--- src/rtl/addsub_seq_nbit_pkg.sv ---
// Shared definitions for the sequential slice-serial add/subtract unit.
// Holds the FSM state encoding and a constant-foldable log2 helper.
package addsub_seq_nbit_pkg;

    typedef enum logic [1:0] {
        ST_IDLE = 2'd0,
        ST_RUN  = 2'd1,
        ST_DONE = 2'd2
    } state_t;

    // Ceiling log2, usable in localparam expressions.
    function automatic int clog2(input int value);
        int r;
        r = 0;
        for (int i = 0; i < 31; i++) begin
            if ((1 << i) < value) begin
                r = i + 1;
            end
        end
        return r;
    endfunction

endpackage

--- src/rtl/addsub_seq_nbit_slice.sv ---
// Combinational SLICE-bit ripple adder; also exposes the carry into its top bit
// so the parent can form signed overflow on the final slice.
module addsub_slice #(
    parameter int SLICE = 4
) (
    input  logic [SLICE-1:0] a,
    input  logic [SLICE-1:0] b,
    input  logic             c_in,
    output logic [SLICE-1:0] sum,
    output logic             c_out,
    output logic             c_msb
);

    logic [SLICE:0] full;

    always_comb begin
        full  = {1'b0, a} + {1'b0, b} + {{SLICE{1'b0}}, c_in};
        sum   = full[SLICE-1:0];
        c_out = full[SLICE];
        // Top-bit sum = a ^ b ^ carry-in, so the carry-in is recovered from it.
        c_msb = full[SLICE-1] ^ a[SLICE-1] ^ b[SLICE-1];
    end

endmodule

--- src/rtl/addsub_seq_nbit.sv ---
// Multi-cycle signed add/subtract: one SLICE-bit ripple slice per clock with a
// registered inter-slice carry, optional saturation and NZV flags.
module addsub_seq_nbit
    import addsub_seq_nbit_pkg::*;
#(
    parameter int WIDTH  = 16,
    parameter int SLICE  = 4,
    parameter int SAT_EN = 1
) (
    input  logic             clk,
    input  logic             rst,
    input  logic             start,
    input  logic             sub,
    input  logic             sat,
    input  logic [WIDTH-1:0] A,
    input  logic [WIDTH-1:0] B,
    output logic             busy,
    output logic             done,
    output logic [WIDTH-1:0] Sum,
    output logic             Ovfl,
    output logic             Zero,
    output logic             Neg
);

    localparam int N  = WIDTH / SLICE;
    localparam int CW = (N > 1) ? clog2(N) : 1;
    localparam logic [CW-1:0] LAST = CW'(N - 1);

    state_t                   state;
    state_t                   state_nxt;
    logic                     accept;
    logic [CW-1:0]            cnt;
    logic                     carry;
    logic signed [WIDTH-1:0]  a_r;
    logic signed [WIDTH-1:0]  b_r;
    logic                     sat_r;
    logic signed [WIDTH-1:0]  sum_r;
    logic                     ovfl_r;
    logic                     zero_r;
    logic                     neg_r;

    int                       base;
    logic [SLICE-1:0]         sl_a;
    logic [SLICE-1:0]         sl_b;
    logic [SLICE-1:0]         sl_sum;
    logic                     sl_cout;
    logic                     sl_cmsb;
    logic signed [WIDTH-1:0]  sum_upd;
    logic signed [WIDTH-1:0]  res_final;
    logic                     ovf_final;

    // Clamp value selected by the sign of the first operand.
    function automatic logic signed [WIDTH-1:0] sat_value(input logic a_sign);
        return a_sign ? {1'b1, {(WIDTH-1){1'b0}}} : {1'b0, {(WIDTH-1){1'b1}}};
    endfunction

    function automatic logic do_saturate(input logic sat_req, input logic ovf);
        return (SAT_EN != 0) && sat_req && ovf;
    endfunction

    always_comb begin
        state_nxt = state;
        accept    = 1'b0;
        case (state)
            ST_IDLE: begin
                if (start) begin
                    accept    = 1'b1;
                    state_nxt = ST_RUN;
                end
            end
            ST_RUN: begin
                if (cnt == LAST) begin
                    state_nxt = ST_DONE;
                end
            end
            ST_DONE: begin
                if (start) begin
                    accept    = 1'b1;
                    state_nxt = ST_RUN;
                end else begin
                    state_nxt = ST_IDLE;
                end
            end
            default: state_nxt = ST_IDLE;
        endcase
    end

    // Slice operand mux: the single adder is steered by the slice counter.
    always_comb begin
        base = int'(cnt) * SLICE;
        sl_a = a_r[base +: SLICE];
        sl_b = b_r[base +: SLICE];
    end

    addsub_slice #(.SLICE(SLICE)) u_slice (
        .a     (sl_a),
        .b     (sl_b),
        .c_in  (carry),
        .sum   (sl_sum),
        .c_out (sl_cout),
        .c_msb (sl_cmsb)
    );

    always_comb begin
        sum_upd               = sum_r;
        sum_upd[base +: SLICE] = sl_sum;
        ovf_final             = sl_cmsb ^ sl_cout;
        res_final             = do_saturate(sat_r, ovf_final) ? sat_value(a_r[WIDTH-1]) : sum_upd;
    end

    // Stage boundary: FSM, slice counter, carry and result/flag registers.
    always_ff @(posedge clk) begin
        if (rst) begin
            state  <= ST_IDLE;
            cnt    <= '0;
            carry  <= 1'b0;
            sum_r  <= '0;
            ovfl_r <= 1'b0;
            zero_r <= 1'b0;
            neg_r  <= 1'b0;
        end else begin
            state <= state_nxt;
            if (accept) begin
                cnt   <= '0;
                carry <= sub;
            end else if (state == ST_RUN) begin
                carry <= sl_cout;
                if (cnt == LAST) begin
                    cnt    <= '0;
                    sum_r  <= res_final;
                    ovfl_r <= ovf_final;
                    zero_r <= (res_final == '0);
                    neg_r  <= res_final[WIDTH-1];
                end else begin
                    cnt   <= cnt + CW'(1);
                    sum_r <= sum_upd;
                end
            end
        end
    end

    // Operand capture; subtraction folds into B inversion plus carry-in.
    always_ff @(posedge clk) begin
        if (accept) begin
            a_r   <= A;
            b_r   <= B ^ {WIDTH{sub}};
            sat_r <= sat;
        end
    end

    assign busy = (state == ST_RUN);
    assign done = (state == ST_DONE);
    assign Sum  = sum_r;
    assign Ovfl = ovfl_r;
    assign Zero = zero_r;
    assign Neg  = neg_r;

endmodule

--- config.mk ---
export PLATFORM = sky130hd
export DESIGN_NAME = addsub_seq_nbit
export DESIGN_NICKNAME = d
export VERILOG_FILES = /design/src/rtl/addsub_seq_nbit_pkg.sv /design/src/rtl/addsub_seq_nbit_slice.sv /design/src/rtl/addsub_seq_nbit.sv
export SDC_FILE = /design/constraint.sdc
export NUM_CORES = 1
export LEC_CHECK = 0
export CAP_MARGIN = 0
export CORE_ASPECT_RATIO = 0.5
export CORE_UTILIZATION = 47
export CTS_CLUSTER_SIZE = 8
export DETAILED_ROUTE_END_ITERATION = 12
export PLACE_DENSITY = 0.85
export SLEW_MARGIN = 20
export SYNTH_ARGS = -nofsm -noshare
export SYNTH_HDL_FRONTEND = slang
export SYNTH_SLANG_ARGS = --single-unit
--- constraint.sdc ---
create_clock -name clk -period 3.8 [get_ports clk]
set_input_delay 0.76 -clock clk [delete_from_list [all_inputs] [get_ports clk]]
set_output_delay 0.76 -clock clk [all_outputs]
set_load 0.02 [all_outputs]
After elaboration in Yosys (flattened, before gate mapping)
Index checks and enable logic that the tools add are counted.
Word-level totals
  register bits: 57
  input port bits: 37
  output and inout bits: 21
Operators by class
  reduce and logical (&&, ||, !) cells: 9
  equality and inequality tests: 5
  $add $sub $neg: 4
  shift operators: 4
  multiplexer cells: 13
  bitwise operators: 5
Operator list (count)
  16-bit 2-to-1 mux: 3
  4-bit negator with 33-bit output: 1
  4-bit by 33-bit variable shift with 16-bit output (first input constant): 1
  4-bit by 33-bit variable part select with 16-bit output: 1
  16-bit by 5-bit variable part select with 4-bit output: 2
  16-bit bitwise mux: 1
  16-bit logical NOT: 1
  16-bit XOR: 1
  2-bit 2-to-1 mux: 3
  2-bit one-hot mux with 3 select lines: 1
  4-bit by 4-bit adder with 5-bit output: 1
  5-bit by 1-bit adder with 5-bit output: 1
  1-bit 2-to-1 mux: 5
  2-bit equality test (second input constant): 2
  2-bit AND reduction: 2
  2-bit OR reduction: 2
  3-bit AND reduction: 1
  1-bit XOR: 3
  2-bit by 1-bit adder with 2-bit output (second input constant): 1
  2-bit by 1-bit equality test with 1-bit output (second input constant): 1
  2-bit logical NOT: 1
  2-bit by 1-bit inequality test with 1-bit output (second input constant): 1
  2-bit inequality test (second input constant): 1
  2-bit nonzero test: 1
  2 further kinds: 2

Logic depth before layout (Yosys ltp)
Gate-level depths: netlist (run 1).
  depth in word-level cells: 9
  mapped depth: 12
  depth with buffers taken out: 10

Modules after synthesis
From an unflattened synthesis (run 1), not the netlist that was laid out.
Unflattened totals
  cell total of the unflattened synthesis: 282
  area total of the unflattened synthesis: 3005.4 um^2
By module, submodules not included
  addsub_seq_nbit: times used 1, cells an instance 263, sequential area each 1471.4 um^2, area an instance 2827.7 um^2
  addsub_slice: times used 1, cells an instance 19, sequential area each 0.0 um^2, area an instance 177.7 um^2

Worst setup path after synthesis (run 1)
OpenSTA, ideal clock, no wires.
  kind: reg2reg
  start point: reg cnt[0]
  end point: reg sum_r[14], in the netlist Sum[14]
  path slack: -242 ps
  arrival: 3918 ps
  clock period less this slack: 4042 ps
  path buffers: 1
  stages on the path, launching flop included: 12
  path through: dfxtp_1 > buf_2 > mux4_2 > fa_1 > fa_1 > or3b_1 > a2111oi_2 > a211oi_1 > a21o_1 > a21oi_4 > nor3_2 > a2111o_1
On the way
  longest elaborated chain between the ends: 9
  elaborated cells on any way between the ends: 15
  those cells by class: add/sub (3); eq/ne (1); shift (4); mux (3); bitwise (3); reduce/logical (1)
Ends and longest elaborated chain
  start: declaration: RTL line addsub_seq_nbit.sv:32  | logic [CW-1:0] cnt;
  start signal: assignment: RTL line addsub_seq_nbit.sv:135  | cnt <= cnt + CW'(1);
  16-bit by 5-bit variable part select with 4-bit output, on equally long branches: RTL line addsub_seq_nbit.sv:91, addsub_seq_nbit.sv:92
  4-bit by 4-bit adder with 5-bit output: RTL line addsub_seq_nbit_slice.sv:17  | full = {1'b0, a} + {1'b0, b} + {{SLICE{1'b0}}, c_in};
  5-bit by 1-bit adder with 5-bit output: RTL line addsub_seq_nbit_slice.sv:17
  1-bit XOR (2 in series): RTL line addsub_seq_nbit_slice.sv:21  | c_msb = full[SLICE-1] ^ a[SLICE-1] ^ b[SLICE-1];
  1-bit XOR: RTL line addsub_seq_nbit.sv:107  | ovf_final = sl_cmsb ^ sl_cout;
  1-bit logical AND: RTL line addsub_seq_nbit.sv:58  | return (SAT_EN != 0) && sat_req && ovf;
  16-bit 2-to-1 mux: RTL line addsub_seq_nbit.sv:108  | res_final = do_saturate(sat_r, ovf_final) ? sat_value(a_r[WIDTH-1]) : sum_upd;
  16-bit 2-to-1 mux *: RTL line addsub_seq_nbit.sv:128  | if (cnt == LAST) begin
  end signal: assignment: RTL line addsub_seq_nbit.sv:130  | sum_r <= res_final;
  end signal: assignment: RTL line addsub_seq_nbit.sv:136  | sum_r <= sum_upd;
  end: declaration: RTL line addsub_seq_nbit.sv:37  | logic signed [WIDTH-1:0] sum_r;
Every way passes the cells marked *; elsewhere a longest branch is shown, timed or not.
A chain may end at the register's enable or synchronous reset.

Worst setup path in the final report (run 1)
Ends and elaborated chain as after synthesis.

==> out/metrics.cfg, run 1 <==
[run_status]
status=finished, final reports clean

[synthesis]
yosysMostFrequentCell=edfxtp_1
postSynth.asyncResetShare=0
syn-num-nets=305
yosys-top-cells-area=edfxtp_1 34%, dfxtp_1 16%, mux4_2 6.2%, xor2_1 5.4%, ha_1 3.9%
ys_top_cells_by_count=33 x edfxtp_1, 27 x nor2_1, 24 x dfxtp_1
yosysSeqAreaShare=0.504
ys_seq_elements=57
syn_area_per_cell_um2=11.4
ys_types=47
synth_area_um2=2920
ys_warn_count=0
synth_flop_cell=edfxtp_1
yosysTopAreaCell=edfxtp_1
synth_edf_count=33
synthCells=257
synth_top_cell_area_share=0.339

[cells_and_area]
fin_nets=374
syn2layout_area_growth_pct=36.4
final_util=0.695
multiInputGateArea_um2=1380
num-fill-cells=426
drive_above_1_share=0.154
diodes=0
regArea_um2=1480

[power_and_ir_drop]
p_clk_frac=0.430
p_int_uw=1350
power_uw=1840
powerDensity_nw_per_um2=463
ir_worst_vdd_v=0.000257
leakagePower_uw=0.00141
p_seq_frac=0.384
swShare=0.265
switchingPower_uw=489
p_comb_frac=0.185

[global_routing]
grt_max_degree=22
grt_pass1_wl_mm=10.9
grt.total_usage=0.227
antenna_found_initial=0
grt-busiest-layer=met2
grt_use_met3=0.0795
grt_overflow=0
met1_usage=0.263
grt_util_met2=0.378
grt_pass1_vias=2385

[critical_path]
cp.arrival_ns=3.83
critPathMaxFanout=5
critPathLaunchType=register
endpoint_kind=register
worstSetupPathType=register to register
crit_required_ns=4.01

[timing]
fin_crit_ns=3.62
finalHoldWorstSlack_ns=0.487
worstMarginPinSlew_ns=0.889
drv_slew=0
setup_viol_count_final=0
rsz0062_at_grt=no
hold_viol=0
maxSlewHeadroom=0.406
fmax_mhz=276
fin_setup_tns_ns=0
fin_skew_ns=0.00319
layout_worst_path_cycle_share=0.952

[placement]
dp_hpwl_mm=5.18
port_buffers=57
gp_congestion=0.874

[floorplan]
die_h_um=57.7
ios=58
fp.dieArea_um2=6550
rows=19
die_x_um=113
core_area_um2=5730
initial_core_util=0.509

[clock_tree]
clockBufferDepth=2
clock_latency_ns=0.33
cts-htree-levels=3
path_clk_slew_ns=0.05
ctsRootBufferMaster=clkbuf_16
cts.sinks=57
cts_tree=built
cts_hold_buffers=0
cts_buffers=9

[route]
ant_nets=0
wl_mm=7.24
drt-initial-drc-count=179
wl_per_cell_um=17.5
num_vias=2367
viasPerCell=5.70
drtPass1Iterations=5
drc=0

[worst_hold_path]
hold_class=register to register

[run]
cap_viol_max_count=0

path summary, 6_finish.rpt:
path / slack (ns) / from / depth (start not counted) / to
hold / removal: 0.49 / Zero / 2 / Zero
setup / recovery: 0.18 / cnt[0] / 10 / Sum[14]
setup reg to reg: 0.18 / cnt[0] / 10 / Sum[14]
hold reg to reg: 0.49 / Zero / 2 / Zero
final cells by class:
| class | count | share of cell area |
|---|---|---|
| Sequential cell | 57 | 0.371 |
| Multi-Input combinational cell | 174 | 0.347 |
| Timing Repair Buffer | 71 | 0.170 |
| Clock buffer | 9 | 0.0566 |
| Tap cell | 84 | 0.0264 |
| Clock inverter | 7 | 0.0176 |
| Inverter | 13 | 0.0123 |
flip-flops by register name (all words and copies together) (netlist names):
signal  cells
Neg         1
Ovfl        1
Sum        16
Zero        1
a_r        16
b_r        16
carry       1
cnt         2
sat_r       1
state       2
logic make-up after synthesis:
| kind of cell | count (synthesis) | share of synthesized area |
|---|---|---|
| and+or+nand+nor | 80 | 0.144 |
| buffers and inverters | 27 | 0.0373 |
| adders and majority gates | 11 | 0.0523 |
| AOI/OAI and AO/OA | 52 | 0.134 |
| DFF | 57 | 0.504 |
| muxes | 9 | 0.0656 |
| xor gates and xnor gates | 21 | 0.0630 |
stage by stage:
stage | cells | setup slack [ns] | area (um2)
2_1_floorplan | 257 | 0.0595 | 2930
3_3_place_gp | 394 | 0.0972 | 3620
3_5_place_dp | 394 | 0.00870 | 3620
4_1_cts | 411 | 0.0178 | 3930
5_1_grt | 415 | 0.0638 | 3980
6_report | 415 | 0.183 | 3980
power by group through the flow:
stage	sequential (uW)	combinational, uW	clock (uW)
5_1_grt	711	361	827
6_report	708	342	793
2_1_floorplan	724	189	0
4_1_cts	709	312	804
3_3_place_gp	719	298	0
3_5_place_dp	721	311	0
cell usage in the layout, fill, tap and decap left out, types with 3 or more instances in the layout:
master,Yosys,final
nand2_1,10,10
nor2_1,27,27
nor4_1,3,3
dfxtp_1,24,23
xor2_1,18,18
inv_1,13,13
edfxtp_1,33,33
nand3_1,9,9
o32ai_1,8,8
nor2b_1,12,11
mux4_2,8,8
nor3_1,5,5
clkdlybuf4s50_1,0,57
ha_1,9,9
a21oi_1,9,9
clkbuf_16,0,9
xnor2_1,3,3
o21ai_0,7,7
a311oi_1,3,3
a31oi_1,4,4
buf_4,1,14
critical path, cell delays in order (launching register included):
cell and delay [ns]:
dfxtp_4 0.38, mux4_2 0.52, fa_2 0.42, fa_2 0.41, or3b_4 0.43, a2111oi_4 0.24
a211oi_2 0.08, a21o_1 0.27, a21oi_4 0.24, nor3_2 0.10, a2111o_1 0.42
per-layer routing:
layer	vias to the layer above	part of all wire	wire, um
li1	1105	-	-
met1	1118	0.43	3090
met2	120	0.47	3430
met3	24	0.070	508
met4	0	0.029	212
met5	-	0	0
timing repair:
action | 4_1_cts | 5_1_grt
pin swaps | 1 | 5
setup buffers | 1 | 3
resized for setup | 1 | 4
gates cloned | 0 | 1
setup endpoints to repair | 11 | 16
Power figures use the tool's default switching activity.
==> inputs of run 2 (changes only) <==
- CORE_UTILIZATION: 47 -> 52
- PLACE_DENSITY: 0.85 -> 0.88
- clock period: 3.8 -> 3.7 ns (I/O delays scaled with it)
==> run 2 against run 1 <==
  * Non-clock buffer count fell by 2
  * First-iteration DRC count shrank 3.9%
  * Utilization increased by 4.6 points
  * Combinational power is 9.1% lower
  * Maximum frequency increased by 1.3%
  * Worst setup slack worse by 0.053 ns
  * Global-route usage increased by 1.8 points
  * Critical path type unchanged
  * Largest power group is now registers
==> out/metrics.cfg, run 2 (same netlist as run 1, synthesis figures left out) <==
[run_status]
status=finished, final reports clean  ; unchanged

[global_routing]
grt_pass1_vias=2231  ; was 2385
grt_max_degree=26  ; was 22
grt_overflow=0  ; unchanged
antenna_found_initial=0  ; unchanged
grt.total_usage=0.246  ; was 0.227
grt_pass1_wl_mm=10.4  ; was 10.9 mm

[critical_path]
rr_startpoint=cnt[0]  ; unchanged
cp.arrival_ns=3.79  ; was 3.83 ns
critPathMaxFanout=12  ; was 5
critPathLaunchType=register  ; unchanged
path_cells=mux4_2 > fa_2 > fa_2 > or3b_1 > a2111oi_2 > a211oi_1 > a21o_1 > a21oi_4 > buf_12 > o21ai_1 > a311o_1  ; was mux4_2 > fa_2 > fa_2 > or3b_4 > a2111oi_4 > a211oi_2 > a21o_1 > a21oi_4 > nor3_2 > a2111o_1
critPathSlowestCell=mux4_2  ; unchanged
timing.critical_path.buf_inv=1  ; was 0
max_stage_delay_ns=0.53  ; was 0.52 ns
crit_required_ns=3.92  ; was 4.01 ns
r2r_end=Sum[0]  ; was Sum[14]
cp_common_cell=fa_2  ; unchanged
crit_start=cnt[0]  ; unchanged
cp-endpoint=Sum[0]  ; was Sum[14]
worstSetupPathType=register to register  ; unchanged
path_delay_family=compound AO/OA/AOI/OAI gates  ; unchanged
endpoint_kind=register  ; unchanged
r2r_cells=11  ; was 10
ff2ff_setup_slack_ns=0.13  ; was 0.18 ns
cp.depth=11  ; was 10

[worst_hold_path]
hold_class=register to register  ; unchanged

[cells_and_area]
design_area_um2=3820  ; was 3980 um2
num-fill-cells=359  ; was 426
final_util=0.741  ; was 0.695
diodes=0  ; unchanged
fin_cells=397  ; was 415
drive_above_1_share=0.141  ; was 0.154
final_cell_mix=57 x clkdlybuf4s50_1, 33 x edfxtp_1, 27 x nor2_1  ; unchanged
mostFrequentLayoutCell=clkdlybuf4s50_1  ; unchanged
syn2layout_area_growth_pct=30.9  ; was 36.4%
fin_nets=371  ; was 374

[timing]
layout_worst_path_cycle_share=0.965  ; was 0.952
finalHoldWorstSlack_ns=0.500  ; was 0.487 ns
drv_slew=0  ; unchanged
fin_crit_ns=3.57  ; was 3.62 ns
setup_viol_count_final=0  ; unchanged
fmax_mhz=280  ; was 276 MHz
worstMarginPinSlew_ns=0.879  ; was 0.889 ns
fin_skew_ns=0.00663  ; was 0.00319 ns
hold_viol=0  ; unchanged
fin_setup_tns_ns=0  ; unchanged
maxSlewHeadroom=0.412  ; was 0.406

[run]
cap_viol_max_count=0  ; unchanged

[floorplan]
initial_core_util=0.566  ; was 0.509
die_x_um=108  ; was 113 um
die_h_um=55.0  ; was 57.7 um
ios=58  ; unchanged
core_area_um2=5160  ; was 5730 um2
rows=18  ; was 19
fp.dieArea_um2=5940  ; was 6550 um2

[route]
drt-initial-drc-count=172  ; was 179
num_vias=2286  ; was 2367
wl_per_cell_um=17.2  ; was 17.5 um
drc=0  ; unchanged
wl_mm=6.82  ; was 7.24 mm
ant_nets=0  ; unchanged
viasPerCell=5.76  ; was 5.70
drtPass1Iterations=5  ; unchanged

[placement]
dp_hpwl_mm=5.13  ; was 5.18 mm
port_buffers=57  ; unchanged
dp.cells=381  ; was 394
place_area_um2=3620  ; about the same
gp_congestion=0.914  ; was 0.874

[clock_tree]
cts_buffers=9  ; unchanged
cts.sinks=57  ; unchanged
cts_tree=built  ; unchanged
ctsRootBufferMaster=clkbuf_8  ; was clkbuf_16
path_clk_slew_ns=0.07  ; was 0.05 ns
clock_latency_ns=0.34  ; was 0.33 ns
clockBufferDepth=2  ; unchanged
cts-htree-levels=3  ; unchanged

[power_and_ir_drop]
ir_worst_vdd_v=0.000300  ; was 0.000257 V
powerDensity_nw_per_um2=417  ; was 463 nW/um2
leakagePower_uw=0.00135  ; was 0.00141 uW

run 2: what timing repair did:
item / CTS / global route
setup endpoints to repair: 0 / 15
gates resized for setup: 0 / 1
setup buffers: 0 / 1
hold buffers: 0 / 0
run 2: metal layers:
metal | up-vias | part of all wire | global-route usage
met5 | - | 0 | 0
met2 | 89 | 0.50 | 0.441
met3 | 16 | 0.059 | 0.0679
li1 | 1085 | - | -
met4 | 0 | 0.024 | 0.146
met1 | 1096 | 0.42 | 0.275
run 2: power by group:
group / total (uW) / switching [uW] / internal [uW] / leakage (uW)
sequential: 728 / 15.6 / 712 / 0.000511
combinational: 311 / 168 / 143 / 0.000748
clock: 555 / 252 / 303 / 0.0000925
total: 1590 / 435 / 1160 / 0.00135
run 2: worst register-to-register path, delay by kind of cell, from the launching register on:
kind	cells	cell delay [ns]
muxes	1	0.53
buffers and inverters	1	0.14
AOI/OAI and AO/OA	6	1.18
DFF	1	0.41
and+or+nand+nor	1	0.39
adders and majority gates	2	0.81
run 2: worst min-delay path by stage:
stage                     slack [ns]  cells past startpoint  endpoint   start
after floorplan                 0.52                      2     carry   carry
after global placement          0.46                      2      Zero    Zero
after detailed placement        0.50                      2    Sum[9]  Sum[9]
after CTS                       0.51                      2    Sum[9]  Sum[9]
after global routing            0.52                      2    Sum[9]  Sum[9]
final                           0.50                      2    Sum[9]  Sum[9]
run 2: layout make-up:
class | count | area, um2 | area share
Inverter | 13 | 48.8 | 0.0128
Tap cell | 70 | 87.6 | 0.0229
Clock inverter | 6 | 60.1 | 0.0157
Multi-Input combinational cell | 173 | 1350 | 0.354
Timing Repair Buffer | 69 | 673 | 0.176
Clock buffer | 9 | 124 | 0.0324
Sequential cell | 57 | 1480 | 0.386
run 2: through the flow:
| step | total power, uW | worst slack (ns) |
|---|---|---|
| finish | 1590 | 0.130 |
| global route | 1650 | -0.0302 |
| CTS | 1600 | 0.0334 |
| detailed placement | 1050 | 0.0609 |
| global placement | 1040 | 0.142 |
| floorplan | 938 | 0.105 |
